$ cat src/rtl/sim_run_monitor_if.sv
// Harness-side bundle for sim_run_monitor: run control, retire/tohost feed,
// trace read port and run status.
interface sim_run_monitor_if #(
  parameter int unsigned XLEN  = 32,
  parameter int unsigned DEPTH = 16,
  parameter int unsigned CNT_W = 32
);
  localparam int unsigned AW = $clog2(DEPTH);

  logic             start;
  logic             retire_valid;
  logic [XLEN-1:0]  retire_pc;
  logic [31:0]      retire_inst;
  logic             tohost_valid;
  logic [XLEN-1:0]  tohost_data;
  logic [AW-1:0]    rd_idx;
  logic             rd_valid;
  logic [XLEN-1:0]  rd_pc;
  logic [31:0]      rd_inst;
  logic [CNT_W-1:0] cycle_cnt;
  logic [CNT_W-1:0] retire_cnt;
  logic [2:0]       state;
  logic             done;
  logic [XLEN-1:0]  fail_code;

  modport master (
    output start, retire_valid, retire_pc, retire_inst,
           tohost_valid, tohost_data, rd_idx,
    input  rd_valid, rd_pc, rd_inst, cycle_cnt, retire_cnt,
           state, done, fail_code
  );

  modport slave (
    input  start, retire_valid, retire_pc, retire_inst,
           tohost_valid, tohost_data, rd_idx,
    output rd_valid, rd_pc, rd_inst, cycle_cnt, retire_cnt,
           state, done, fail_code
  );
endinterface

$ cat src/rtl/sim_run_monitor.sv
// Run controller: cycle/retire counters, watchdog, tohost decode and a
// circular trace of the last DEPTH retires. Optional hang detection: MONITOR_HANG_DETECT_EN.
module sim_run_monitor #(
  parameter int unsigned XLEN        = 32,
  parameter int unsigned DEPTH       = 16,
  parameter int unsigned TIMEOUT     = 100,
  parameter int unsigned CNT_W       = 32,
  parameter int unsigned STALL_LIMIT = 8
) (
  input logic              clk,
  input logic              rst,
  sim_run_monitor_if.slave bus
);
  localparam int unsigned AW = $clog2(DEPTH);
  localparam int unsigned FW = AW + 1;

  if (DEPTH < 2 || (DEPTH & (DEPTH - 1)) != 0 || TIMEOUT < 1 || STALL_LIMIT < 1) begin : g_bad_param
    $error("sim_run_monitor: illegal DEPTH/TIMEOUT/STALL_LIMIT");
  end

  typedef enum logic [2:0] {
    S_IDLE    = 3'd0,
    S_RUN     = 3'd1,
    S_PASS    = 3'd2,
    S_FAIL    = 3'd3,
    S_TIMEOUT = 3'd4,
    S_HANG    = 3'd5
  } state_t;

  state_t           r_state, w_state_nxt;
  logic [CNT_W-1:0] r_cycle_cnt, r_retire_cnt;
  logic [AW-1:0]    r_wr_ptr;
  logic [FW-1:0]    r_fill;
  logic [XLEN-1:0]  r_fail_code;
  logic             r_rd_valid;
  logic [XLEN-1:0]  r_rd_pc;
  logic [31:0]      r_rd_inst;
  logic [XLEN-1:0]  r_buf_pc   [DEPTH];
  logic [31:0]      r_buf_inst [DEPTH];

  logic          w_start_run, w_we, w_fail_load, w_hang, w_rd_hit;
  logic [AW-1:0] w_rd_addr;

  assign w_start_run = (r_state == S_IDLE) && bus.start;
  assign w_we        = (r_state == S_RUN) && bus.retire_valid;

`ifdef MONITOR_HANG_DETECT_EN
  localparam int unsigned SW = $clog2(STALL_LIMIT + 1);

  logic [SW-1:0]   r_same_cnt;
  logic [XLEN-1:0] r_prev_pc;
  logic            r_prev_vld;
  logic            w_repeat;

  // The first retire of a run has no predecessor, so it can never be a repeat.
  assign w_repeat = r_prev_vld && (bus.retire_pc == r_prev_pc);
  assign w_hang   = w_we && w_repeat && (r_same_cnt == SW'(STALL_LIMIT - 1));

  always_ff @(posedge clk or posedge rst) begin
    if (rst) begin
      r_same_cnt <= '0;
      r_prev_pc  <= '0;
      r_prev_vld <= 1'b0;
    end else if (w_start_run) begin
      r_same_cnt <= '0;
      r_prev_vld <= 1'b0;
    end else if (w_we) begin
      r_prev_pc  <= bus.retire_pc;
      r_prev_vld <= 1'b1;
      r_same_cnt <= w_repeat ? r_same_cnt + 1'b1 : '0;
    end
  end
`else
  assign w_hang = 1'b0;
`endif

  always_ff @(posedge clk or posedge rst) begin
    if (rst) r_state <= S_IDLE;
    else     r_state <= w_state_nxt;
  end

  always_comb begin
    w_state_nxt = r_state;
    w_fail_load = 1'b0;
    case (r_state)
      S_IDLE: if (bus.start) w_state_nxt = S_RUN;
      S_RUN: begin
        if (bus.tohost_valid && bus.tohost_data == XLEN'(1)) begin
          w_state_nxt = S_PASS;
        end else if (bus.tohost_valid) begin
          w_state_nxt = S_FAIL;
          w_fail_load = 1'b1;
        end else if (w_hang) begin
          w_state_nxt = S_HANG;
        end else if (r_cycle_cnt == CNT_W'(TIMEOUT - 1)) begin
          w_state_nxt = S_TIMEOUT;
        end
      end
      default: w_state_nxt = r_state;
    endcase
  end

  always_ff @(posedge clk or posedge rst) begin
    if (rst) begin
      r_cycle_cnt  <= '0;
      r_retire_cnt <= '0;
      r_wr_ptr     <= '0;
      r_fill       <= '0;
      r_fail_code  <= '0;
    end else begin
      if (w_start_run) begin
        r_cycle_cnt  <= '0;
        r_retire_cnt <= '0;
        r_wr_ptr     <= '0;
        r_fill       <= '0;
      end else if (r_state == S_RUN) begin
        r_cycle_cnt <= r_cycle_cnt + 1'b1;
        if (bus.retire_valid) begin
          r_wr_ptr     <= r_wr_ptr + 1'b1;
          r_retire_cnt <= r_retire_cnt + 1'b1;
          if (r_fill != FW'(DEPTH)) r_fill <= r_fill + 1'b1;
        end
      end
      if (w_fail_load) r_fail_code <= bus.tohost_data >> 1;
    end
  end

  // Storage is left uncleared on reset; r_fill alone decides what is readable.
  always_ff @(posedge clk) begin
    if (w_we) begin
      r_buf_pc[r_wr_ptr]   <= bus.retire_pc;
      r_buf_inst[r_wr_ptr] <= bus.retire_inst;
    end
  end

  assign w_rd_addr = r_wr_ptr - AW'(1) - bus.rd_idx;
  assign w_rd_hit  = ({1'b0, bus.rd_idx} < r_fill);

  always_ff @(posedge clk or posedge rst) begin
    if (rst) begin
      r_rd_valid <= 1'b0;
      r_rd_pc    <= '0;
      r_rd_inst  <= '0;
    end else begin
      r_rd_valid <= w_rd_hit;
      r_rd_pc    <= w_rd_hit ? r_buf_pc[w_rd_addr]   : '0;
      r_rd_inst  <= w_rd_hit ? r_buf_inst[w_rd_addr] : '0;
    end
  end

  assign bus.rd_valid   = r_rd_valid;
  assign bus.rd_pc      = r_rd_pc;
  assign bus.rd_inst    = r_rd_inst;
  assign bus.cycle_cnt  = r_cycle_cnt;
  assign bus.retire_cnt = r_retire_cnt;
  assign bus.state      = r_state;
  assign bus.done       = (r_state >= S_PASS);
  assign bus.fail_code  = r_fail_code;
endmodule

$ cat src/flat_wrapper.sv
// flat-port wrapper written by rule: the top's interface ports become plain ports
module sim_run_monitor_flat 
#(
  parameter int unsigned XLEN        = 32,
  parameter int unsigned DEPTH       = 16,
  parameter int unsigned TIMEOUT     = 100,
  parameter int unsigned CNT_W       = 32,
  parameter int unsigned STALL_LIMIT = 8
)
  (clk, rst, bus_start, bus_retire_valid, bus_retire_pc, bus_retire_inst, bus_tohost_valid, bus_tohost_data, bus_rd_idx, bus_rd_valid, bus_rd_pc, bus_rd_inst, bus_cycle_cnt, bus_retire_cnt, bus_state, bus_done, bus_fail_code);
  sim_run_monitor_if #(.XLEN(XLEN), .DEPTH(DEPTH), .CNT_W(CNT_W)) bus_i ();
  input logic clk;
  input logic rst;
  input wire logic [$bits(bus_i.start)-1:0] bus_start;
  input wire logic [$bits(bus_i.retire_valid)-1:0] bus_retire_valid;
  input wire logic [$bits(bus_i.retire_pc)-1:0] bus_retire_pc;
  input wire logic [$bits(bus_i.retire_inst)-1:0] bus_retire_inst;
  input wire logic [$bits(bus_i.tohost_valid)-1:0] bus_tohost_valid;
  input wire logic [$bits(bus_i.tohost_data)-1:0] bus_tohost_data;
  input wire logic [$bits(bus_i.rd_idx)-1:0] bus_rd_idx;
  output wire logic [$bits(bus_i.rd_valid)-1:0] bus_rd_valid;
  output wire logic [$bits(bus_i.rd_pc)-1:0] bus_rd_pc;
  output wire logic [$bits(bus_i.rd_inst)-1:0] bus_rd_inst;
  output wire logic [$bits(bus_i.cycle_cnt)-1:0] bus_cycle_cnt;
  output wire logic [$bits(bus_i.retire_cnt)-1:0] bus_retire_cnt;
  output wire logic [$bits(bus_i.state)-1:0] bus_state;
  output wire logic [$bits(bus_i.done)-1:0] bus_done;
  output wire logic [$bits(bus_i.fail_code)-1:0] bus_fail_code;
  assign bus_i.start = bus_start;
  assign bus_i.retire_valid = bus_retire_valid;
  assign bus_i.retire_pc = bus_retire_pc;
  assign bus_i.retire_inst = bus_retire_inst;
  assign bus_i.tohost_valid = bus_tohost_valid;
  assign bus_i.tohost_data = bus_tohost_data;
  assign bus_i.rd_idx = bus_rd_idx;
  assign bus_rd_valid = bus_i.rd_valid;
  assign bus_rd_pc = bus_i.rd_pc;
  assign bus_rd_inst = bus_i.rd_inst;
  assign bus_cycle_cnt = bus_i.cycle_cnt;
  assign bus_retire_cnt = bus_i.retire_cnt;
  assign bus_state = bus_i.state;
  assign bus_done = bus_i.done;
  assign bus_fail_code = bus_i.fail_code;
  sim_run_monitor #(.XLEN(XLEN), .DEPTH(DEPTH), .TIMEOUT(TIMEOUT), .CNT_W(CNT_W), .STALL_LIMIT(STALL_LIMIT)) u_core (.clk(clk), .rst(rst), .bus(bus_i));
endmodule
$ cat config.mk
export PLATFORM = sky130hd
export DESIGN_NAME = sim_run_monitor_flat
export DESIGN_NICKNAME = d
export VERILOG_FILES = /design/src/rtl/sim_run_monitor_if.sv /design/src/rtl/sim_run_monitor.sv /design/src/flat_wrapper.sv
export SDC_FILE = /design/constraint.sdc
export NUM_CORES = 1
export LEC_CHECK = 0
export ABC_AREA = 1
export ABC_CLOCK_PERIOD_IN_PS = 6400
export CAP_MARGIN = 20
export CORE_ASPECT_RATIO = 0.7
export CORE_UTILIZATION = 40
export CTS_CLUSTER_SIZE = 40
export DETAILED_ROUTE_END_ITERATION = 6
export DONT_BUFFER_PORTS = 1
export PLACE_DENSITY_LB_ADDON = 0.05
export SLEW_MARGIN = 0
export SYNTH_ARGS = -nofsm -noshare
export SYNTH_HDL_FRONTEND = slang
export SYNTH_SLANG_ARGS = --single-unit
$ cat constraint.sdc
create_clock -name clk -period 6.4 [get_ports clk]
set_input_delay 0.64 -clock clk [delete_from_list [all_inputs] [get_ports clk]]
set_output_delay 0.64 -clock clk [all_outputs]
set_load 0.1 [all_outputs]
### After elaboration in Yosys (flattened, before gate mapping)

Memory sizes are Yosys's and may differ from the RTL's.
Index checks and enable logic that the tools add are counted.

* add/sub/neg operators: 6
* magnitude comparators: 2
* equality and inequality tests: 6
* multiplexer cells: 24
* reductions and logical operators: 11

Operators by type and width (number)
* 32-bit two-way mux: 7
* 32-bit by 1-bit adder with 32-bit output (second input constant): 2
* 32-bit by 1-bit == test with 1-bit output (second input constant): 1
* 32-bit by 7-bit == test with 1-bit output (second input constant): 1
* 5-bit two-way mux: 4
* 3-bit two-way mux: 4
* 4-bit two-way mux: 3
* 2-bit nonzero test: 4
* 3-bit one-hot mux with 2 select lines: 1
* 3-bit AND reduction: 2
* 5-bit by 1-bit adder with 5-bit output (second input constant): 1
* 4-bit by 5-bit less-than comparator with 1-bit output: 1
* 1-bit two-way mux: 5
* 5-bit inequality test (second input constant): 1
* 4-bit by 1-bit adder with 4-bit output (second input constant): 1
* 4-bit by 2-bit inequality test with 1-bit output (second input constant): 1
* 4-bit by 1-bit subtractor with 4-bit output (second input constant): 1
* 4-bit subtractor: 1
* 3-bit by 1-bit == test with 1-bit output (second input constant): 1
* 3-bit by 2-bit greater-or-equal comparator with 1-bit output (second input constant): 1
* 1-bit logical AND: 3
* 3-bit zero test: 1
* 2-bit inequality test (second input constant): 1
* 2-bit AND reduction: 1

* bits in registers: 172
* memory bits (writable): 1024
* input port bits: 105
* output and inout port bits: 165
* logic and storage cells: 60
* memories: 2

Memories
* u_core.r_buf_inst: depth 16, bits a word 32, rd ports 1, clocked after memory_dff 0, wr ports 1, RTL line sim_run_monitor.sv:39 `logic [31:0] r_buf_inst [DEPTH];`
* u_core.r_buf_pc: depth 16, bits a word 32, rd ports 1, clocked after memory_dff 0, wr ports 1, RTL line sim_run_monitor.sv:38 `logic [XLEN-1:0] r_buf_pc [DEPTH];`

### Longest topological paths before layout

Gate-level depths: netlist (run 1).

* word-level depth: 5
* depth in mapped cells: 14
* depth with buffers taken out: 12

### Worst setup path before layout (run 1)

No wires, ideal clock.

* kind: register -> register
* from: reg u_core.r_state[0] (netlist: u_core.bus.state[0])
* to: mem u_core.r_buf_inst[0][0] (enable)
* arrival: 4.393 ns
* required time: 5.914 ns
* setup slack: 1.521 ns
* cell stages (with the launch flop): 6
* cells stage by stage: dfrtp_1 -> nand3_2 -> clkinv_1 -> buf_2 -> nand2_1 -> nor2_1

* cells in the longest elaborated chain, start to end: 4

Ends and longest elaborated chain
* start, declared: RTL line sim_run_monitor.sv:30 `state_t r_state, w_state_nxt;`
* start signal, assigned: RTL line sim_run_monitor.sv:79 `else r_state <= w_state_nxt;`
* 3-bit by 1-bit == test with 1-bit output: RTL line sim_run_monitor.sv:45 `assign w_we = (r_state == S_RUN) && bus.retire_valid;`
* 1-bit logical AND: RTL line sim_run_monitor.sv:45
* 1-bit two-way mux: RTL line sim_run_monitor.sv:130 `if (w_we) begin`
* 1-bit two-way mux (not written as such): RTL line sim_run_monitor.sv:132 `r_buf_inst[r_wr_ptr] <= bus.retire_inst;`
* end, declared: RTL line sim_run_monitor.sv:39

Every way passes these cells.

### Worst setup path after layout (run 1)

* from: reg u_core.r_state[0] (netlist: u_core.bus.state[0])
* to: mem u_core.r_buf_inst[14][21] (enable)

The elaborated chain is that of the path after synthesis.

==> results of run 1 <==
==> state kept, by name, indices dropped and copies added (netlist names) <==
register / flops
u_core.r_wr_ptr: 4
u_core.bus.cycle_cnt: 32
u_core.bus.rd_pc: 32
u_core.bus.state: 3
u_core.r_buf_pc: 512
u_core.bus.retire_cnt: 32
u_core.bus.rd_valid: 1
u_core.bus.rd_inst: 32
u_core.bus.fail_code: 31
u_core.r_buf_inst: 512
u_core.r_fill: 5
==> Yosys cell counts (2+ instances only) <==
| cell | count |
|---|---|
| o21bai_1 | 2 |
| inv_1 | 140 |
| o22ai_1 | 3 |
| buf_6 | 28 |
| xnor2_1 | 2 |
| buf_4 | 55 |
| o21ai_0 | 52 |
| buf_2 | 136 |
| and2_1 | 3 |
| clkinv_1 | 2 |
| dfrtp_1 | 172 |
| nand3_1 | 580 |
| a22o_1 | 2 |
| clkbuf_1 | 15 |
| ha_1 | 14 |
| edfxtp_1 | 1024 |
| nand2_2 | 5 |
| nand3b_1 | 3 |
| buf_1 | 5 |
| nand2_1 | 1349 |
| nor2_1 | 209 |
| nor3_1 | 18 |
| nand3_2 | 2 |
| a21oi_1 | 276 |
| nand4_1 | 26 |
| inv_2 | 7 |
| o21ai_1 | 130 |
| nor2_4 | 5 |
==> report_power, final <==
| group | switching (W) | internal [W] |
|---|---|---|
| Combinational | 0.00560 | 0.00206 |
| Clock | 0.00310 | 0.00396 |
| Sequential | 0.00261 | 0.00884 |
| Total | 0.0113 | 0.0149 |
==> through the flow <==
step                power [W]  hold slack, ns  cell area, um^2  cells
floorplan              0.0170           0.541            48900   4279
global placement       0.0192           0.577            50200   5717
detailed placement     0.0193           0.581            50200   5718
CTS                    0.0265        0.000256            54900   6021
global route           0.0275         0.00145            54900   6024
finish                 0.0262          0.0530            54900   6028
==> final cells by class <==
| class | instances | area, um^2 |
|---|---|---|
| diodes | 5 | 12.5 |
| fillers | 11200 | 65400 |
| flip-flops and latches | 1196 | 35100 |
| inverters | 151 | 607 |
| well taps | 1620 | 2030 |
| clock inverters | 61 | 537 |
| clock buffers | 167 | 3370 |
| repair buffers | 135 | 1360 |
| multi-input cells | 2693 | 12000 |
==> layer usage <==
layer / vias to the layer above / GRT usage, % / wire length (um) / part of all wire [%]
li1: 14900 / - / - / -
met1: 15600 / 34.5 / 68300 / 48
met2: 715 / 33.8 / 62700 / 44
met3: 177 / 4.03 / 7540 / 5.3
met4: 12 / 4.60 / 2630 / 1.9
met5: - / 0 / 70 / 0.050
==> worst max path at each step <==
stage | from | to | slack (ns) | depth (start not counted)
after floorplan | rst | u_core.bus.cycle_cnt[0] | 1.10 | 1
after global placement | u_core.bus.state[0] | u_core.r_buf_inst[11][8] | 2.27 | 5
after detailed placement | bus_rd_idx[0] | u_core.bus.rd_pc[29] | 2.30 | 11
after CTS | u_core.bus.state[0] | u_core.r_buf_inst[14][8] | 2.32 | 5
after global routing | u_core.bus.state[0] | u_core.r_buf_inst[14][8] | 2.19 | 5
final | u_core.bus.state[0] | u_core.r_buf_inst[14][21] | 2.44 | 5
==> kinds of logic (layout without fill, tap and decap cells) <==
logic type,after synthesis,count (layout),synth area share [%]
flip-flops,1196,1196,71.7
adder cells (fa/ha/maj),15,15,0.399
multiplexers,1,1,0.0205
AND/OR/NAND/NOR,2204,2204,18.8
buffers and inverters,390,514,4.20
AO/OA/AOI/OAI,468,468,4.85
other,1,6,0.00767
XOR/XNOR,4,4,0.0870
==> worst reg2reg max path, stage by stage (launching register included) <==
cell and delay [ns]:
dfrtp_1 1.03, nand3_2 0.41, clkinv_1 0.40, nand2_1 0.34
nor2_4 0.79, buf_4 0.61
==> repair_timing <==
item	CTS	global route
hold buffers	75	1
hold endpoints to repair	1110	1
setup endpoints to repair	0	0
==> metrics.cfg, run 1 <==
[outcome]
outcome = completed

[drt]
drtIter0Drc = 2905
vias = 31400
ant_nets = 0
wirelength_um = 141000
drt-pass1-iter-count = 5
drc = 0
via_per_inst = 5.20
wl_per_cell_um = 23.4

[timing]
worst_pin_slew_ns = 1.11
rsz0062_at_grt = no
drv_slew = 0
setup_ws_ns = 2.44
slew-limit-headroom_pct = 26.0
fmax_mhz = 252
period_share_pct = 61.9
finalSetupTns_ns = 0
skew_ns = 0.0309
fin_crit_ns = 3.96
finalHoldViolations = 0
final-setup-viol-count = 0

[placed_design]
hpwl_um = 71000
gp_congestion = 0.794
io_buffers = 0
dp_slack_ns = 2.30

[clock_tree]
postCtsSetupRepairBufs = 0
clockBufferDepth = 3
cts.htree.levels = 3
cts.repair.resized = 0
numCtsBuffers = 119
cts_tree = built
clkSlewWorstSetupHoldPaths_ns = 0.07
cts_sinks = 1196
clock-root-buffer = clkbuf_16
clk_latency_ns = 0.75

[power]
vdd_drop_max_mv = 0.683
powerDensity_nw_per_um2 = 476
p_leak_nw = 20.2

[final_layout]
fin_util_pct = 45.7
area_growth_pct = 12.3
final_cell_mix = nand2_1 (1349), edfxtp_1 (1024), nand3_1 (580)
drive_above_1_share_pct = 6.54
nNetsFinal = 4416
final_common_cell = nand2_1

[yosys]
synth-seq-cells = 1196
syn_nets = 4399
yosysSeqAreaShare_pct = 71.7
yosysTopAreaCell = edfxtp_1
netlist_instances = 4279
synth_top_area_share_pct = 62.9
synthArstFlopShare_pct = 14.4
syn_area_per_cell_um2 = 11.4
synth_edf_count = 1024
synth_area_um2 = 48900
ys.flop_type = edfxtp_1
synth_area_leaders = edfxtp_1 (63%), nand2_1 (10%), dfrtp_1 (8.8%)
synth_cell_type_count = 42
ys_warn_count = 0

[setup_path]
worstPathRequired_ns = 6.76
r2r_slack_ns = 2.44
cp-start-kind = flop
rr_startpoint = u_core.bus.state[0]
path_cells = nand3_2 > clkinv_1 > nand2_1 > nor2_4 > buf_4
path_max_fanout = 25
cp_slowest_cell = dfrtp_1
critical-path-max-stage-delay_ns = 1.03
crit_family = simple AND/OR/NAND/NOR gates
critPathCaptureType = flop
regToRegEndpoint = u_core.r_buf_inst[14][21]
arrival_ns = 4.33
r2r_cells = 5
crit_type = flop to flop
crit_buf_inv = 2

[global_route]
grtUsageTotal_pct = 22.7
grt_first_pass_wirelength_um = 208000
grt_antenna_before_repair = 12
grt_overflow = 0
grt_start_max_net_pins = 233
grt_pass1_vias = 29800

[die]
rows = 106
dieHeight_um = 295
boundaryPins = 270
core_area_um2 = 120000
die_w_um = 420
start_util_pct = 40.7
die_area_um2 = 124000

[flow_run]
maxCapViolCount = 0

[min_path]
worstHoldStart = bus_tohost_data[29]
min_path_cells = 2
holdCritPathClass = input pin to flop
worst_hold_path.endpoint = u_core.bus.fail_code[28]

No activity file was read; power rests on OpenSTA's default activity.
==> run 2: changes to the inputs <==
- ABC_CLOCK_PERIOD_IN_PS: 6400 -> 3900
- clock period: 6.4 -> 3.9 ns (I/O delays scaled with it)
==> metrics.cfg, run 2 (synthesized netlist as in run 1, its figures left out) <==
[outcome]
outcome = completed

[final_layout]
multi_input_area_um2 = 12000  ; unchanged
top_regs = u_core.r_buf_inst x512, u_core.r_buf_pc x512
final_cell_mix = nand2_1 (1349), edfxtp_1 (1024), nand3_1 (580)
fillCellCount = 11100  ; -1.4%
drive_above_1_share_pct = 7.45  ; +0.91 points
fin_util_pct = 46.6  ; +0.92 points
nNetsFinal = 4494  ; +1.8%
fin_cells = 6111  ; +1.4%
seqCellArea_um2 = 35100  ; unchanged
final_common_cell = nand2_1
area_growth_pct = 14.6

[timing]
drv_slew = 0  ; unchanged
fin_crit_ns = 3.06  ; -0.899 ns
rsz0062_at_grt = no
fmax_mhz = 326  ; +29%
skew_ns = 0.0325  ; +0.00161 ns
final-setup-viol-count = 0  ; unchanged
period_share_pct = 78.5  ; +17 points
worst_pin_slew_ns = 1.10  ; -0.0144 ns
slew-limit-headroom_pct = 27.0  ; +0.96 points
finalHoldViolations = 0  ; unchanged

[drt]
ant_nets = 0  ; unchanged
wirelength_um = 144000  ; +1.8%
drtIter0Drc = 2801  ; -3.6%
drt-pass1-iter-count = 5  ; unchanged
drc = 0  ; unchanged
via_per_inst = 5.20  ; -0.13%
wl_per_cell_um = 23.5  ; +0.44%
vias = 31800  ; +1.2%

[setup_path]
path_common_cell = buf_12
r2r_cells = 11  ; +6
path_cells = ha_4 > inv_1 > fa_4 > inv_8 > buf_12 > buf_12 > nand3_1 > a21oi_1 > o21ai_1 > nand2_1 > nor2_1
arrival_ns = 3.67  ; -0.66 ns
cp_slowest_cell = fa_4
rr_startpoint = u_core.r_wr_ptr[0]
critPathCaptureType = flop
crit_type = flop to flop
startpoint = u_core.r_wr_ptr[0]
worstPathRequired_ns = 4.50  ; -2.26 ns
regToRegEndpoint = u_core.bus.rd_pc[21]
path_max_fanout = 49  ; +96%
r2r_slack_ns = 0.84  ; -1.60 ns
critical-path-max-stage-delay_ns = 0.70  ; -0.33 ns
cp-start-kind = flop
critPathCapture = u_core.bus.rd_pc[21]

[global_route]
grt_pass1_vias = 30300  ; +1.8%
grt_first_pass_wirelength_um = 211000  ; +1.6%
grt_antenna_before_repair = 21  ; +9
grt_overflow = 0  ; unchanged
grt_start_max_net_pins = 194  ; -17%
grtUsageTotal_pct = 23.1  ; +0.42 points

[die]
start_util_pct = 40.7  ; unchanged
die_w_um = 420  ; unchanged
rows = 106  ; unchanged
dieHeight_um = 295  ; unchanged
die_area_um2 = 124000  ; unchanged
core_area_um2 = 120000  ; unchanged
boundaryPins = 270  ; unchanged

[power]
p_leak_nw = 20.7  ; +2.5%
clock_power_share_pct = 26.9  ; about the same
combPwrFrac_pct = 31.5  ; +2.2 points
pwr-share-seq_pct = 41.6  ; -2.2 points
power.switching_w = 0.0187  ; +65%
intPower_w = 0.0251  ; +69%
vdd_drop_max_mv = 1.27  ; +86%
switching_share_pct = 42.6  ; -0.56 points
powerDensity_nw_per_um2 = 781  ; +64%

[clock_tree]
numCtsBuffers = 120  ; +0.84%
clk_latency_ns = 0.75  ; about the same
clockBufferDepth = 3  ; unchanged
postCtsSetupRepairBufs = 0  ; unchanged
cts_sinks = 1196  ; unchanged
cts_tree = built
cts.htree.levels = 3  ; unchanged
clock-root-buffer = clkbuf_16
clkSlewWorstSetupHoldPaths_ns = 0.06  ; about the same

[min_path]
holdCritPathClass = input pin to flop

[placed_design]
io_buffers = 0  ; unchanged
hpwl_um = 73300  ; +3.2%
gp_congestion = 0.799  ; +0.72%
dp_cells = 5774  ; +0.98%

[flow_run]
maxCapViolCount = 0  ; unchanged

run 2: power groups by stage:
| stage | combinational, W | sequential (W) | clock [W] |
|---|---|---|---|
| after floorplan | 0.00916 | 0.0188 | 0 |
| final | 0.0138 | 0.0182 | 0.0118 |
| after CTS | 0.0140 | 0.0182 | 0.0120 |
| after global placement | 0.0137 | 0.0185 | 0 |
| after global routing | 0.0153 | 0.0183 | 0.0125 |
| after detailed placement | 0.0137 | 0.0185 | 0 |
run 2: routing by layer:
| metal | part of all wire, % | global-route usage [%] | wire (um) | vias up |
|---|---|---|---|---|
| met4 | 1.9 | 4.87 | 2750 | 16 |
| met3 | 5.8 | 4.27 | 8390 | 198 |
| met5 | 0.070 | 0 | 101 | - |
| li1 | - | - | - | 15000 |
| met1 | 48 | 35.3 | 69500 | 15700 |
| met2 | 44 | 34.1 | 63200 | 777 |
run 2: stage by stage:
| step | setup TNS [ns] | power (W) | worst slack (ns) | hold WS, ns | area (um^2) |
|---|---|---|---|---|---|
| after floorplan | -961.06 | 0.0279 | -0.979 | 0.489 | 48900 |
| after global placement | 0 | 0.0322 | 0.867 | 0.477 | 51100 |
| after detailed placement | 0 | 0.0321 | 0.855 | 0.485 | 51100 |
| after CTS | 0 | 0.0442 | 0.850 | 0.0963 | 56000 |
| after global routing | 0 | 0.0460 | 0.750 | 0.128 | 56000 |
| final | 0 | 0.0438 | 0.837 | 0.149 | 56100 |
run 2: worst min-delay path by stage:
stage,startpoint,to,cells past startpoint
3_5_place_dp,rst,u_core.bus.fail_code[11],1
3_3_place_gp,rst,u_core.bus.fail_code[14],1
5_1_grt,bus_start,u_core.r_wr_ptr[0],3
4_1_cts,bus_start,u_core.r_fill[0],3
6_report,bus_start,u_core.r_fill[0],3
2_1_floorplan,bus_retire_inst[0],u_core.r_buf_inst[0][0],0
run 2: timing repair:
action,4_1_cts,5_1_grt
hold buffers,98,0
endpoints found under the setup margin,0,0
endpoints found under the hold margin,1089,0
resized for setup,0,0
run 2: worst max-delay path: cells and delay by family, from the launching register on:
family | cells | cell delay [ns]
AOI/OAI and AO/OA | 2 | 0.38
adders and majority gates | 2 | 0.89
buffers and inverters | 4 | 0.96
DFF | 1 | 0.45
and+or+nand+nor | 3 | 0.21
run 2: layout make-up:
class | instances | area share, %
antenna | 9 | 0.0402
clock buffer | 175 | 6.12
clock inverter | 55 | 1.00
inverter | 151 | 1.08
multi-input combinational | 2693 | 21.4
sequential | 1196 | 62.5
tap | 1620 | 3.62
timing repair buffer | 212 | 4.24
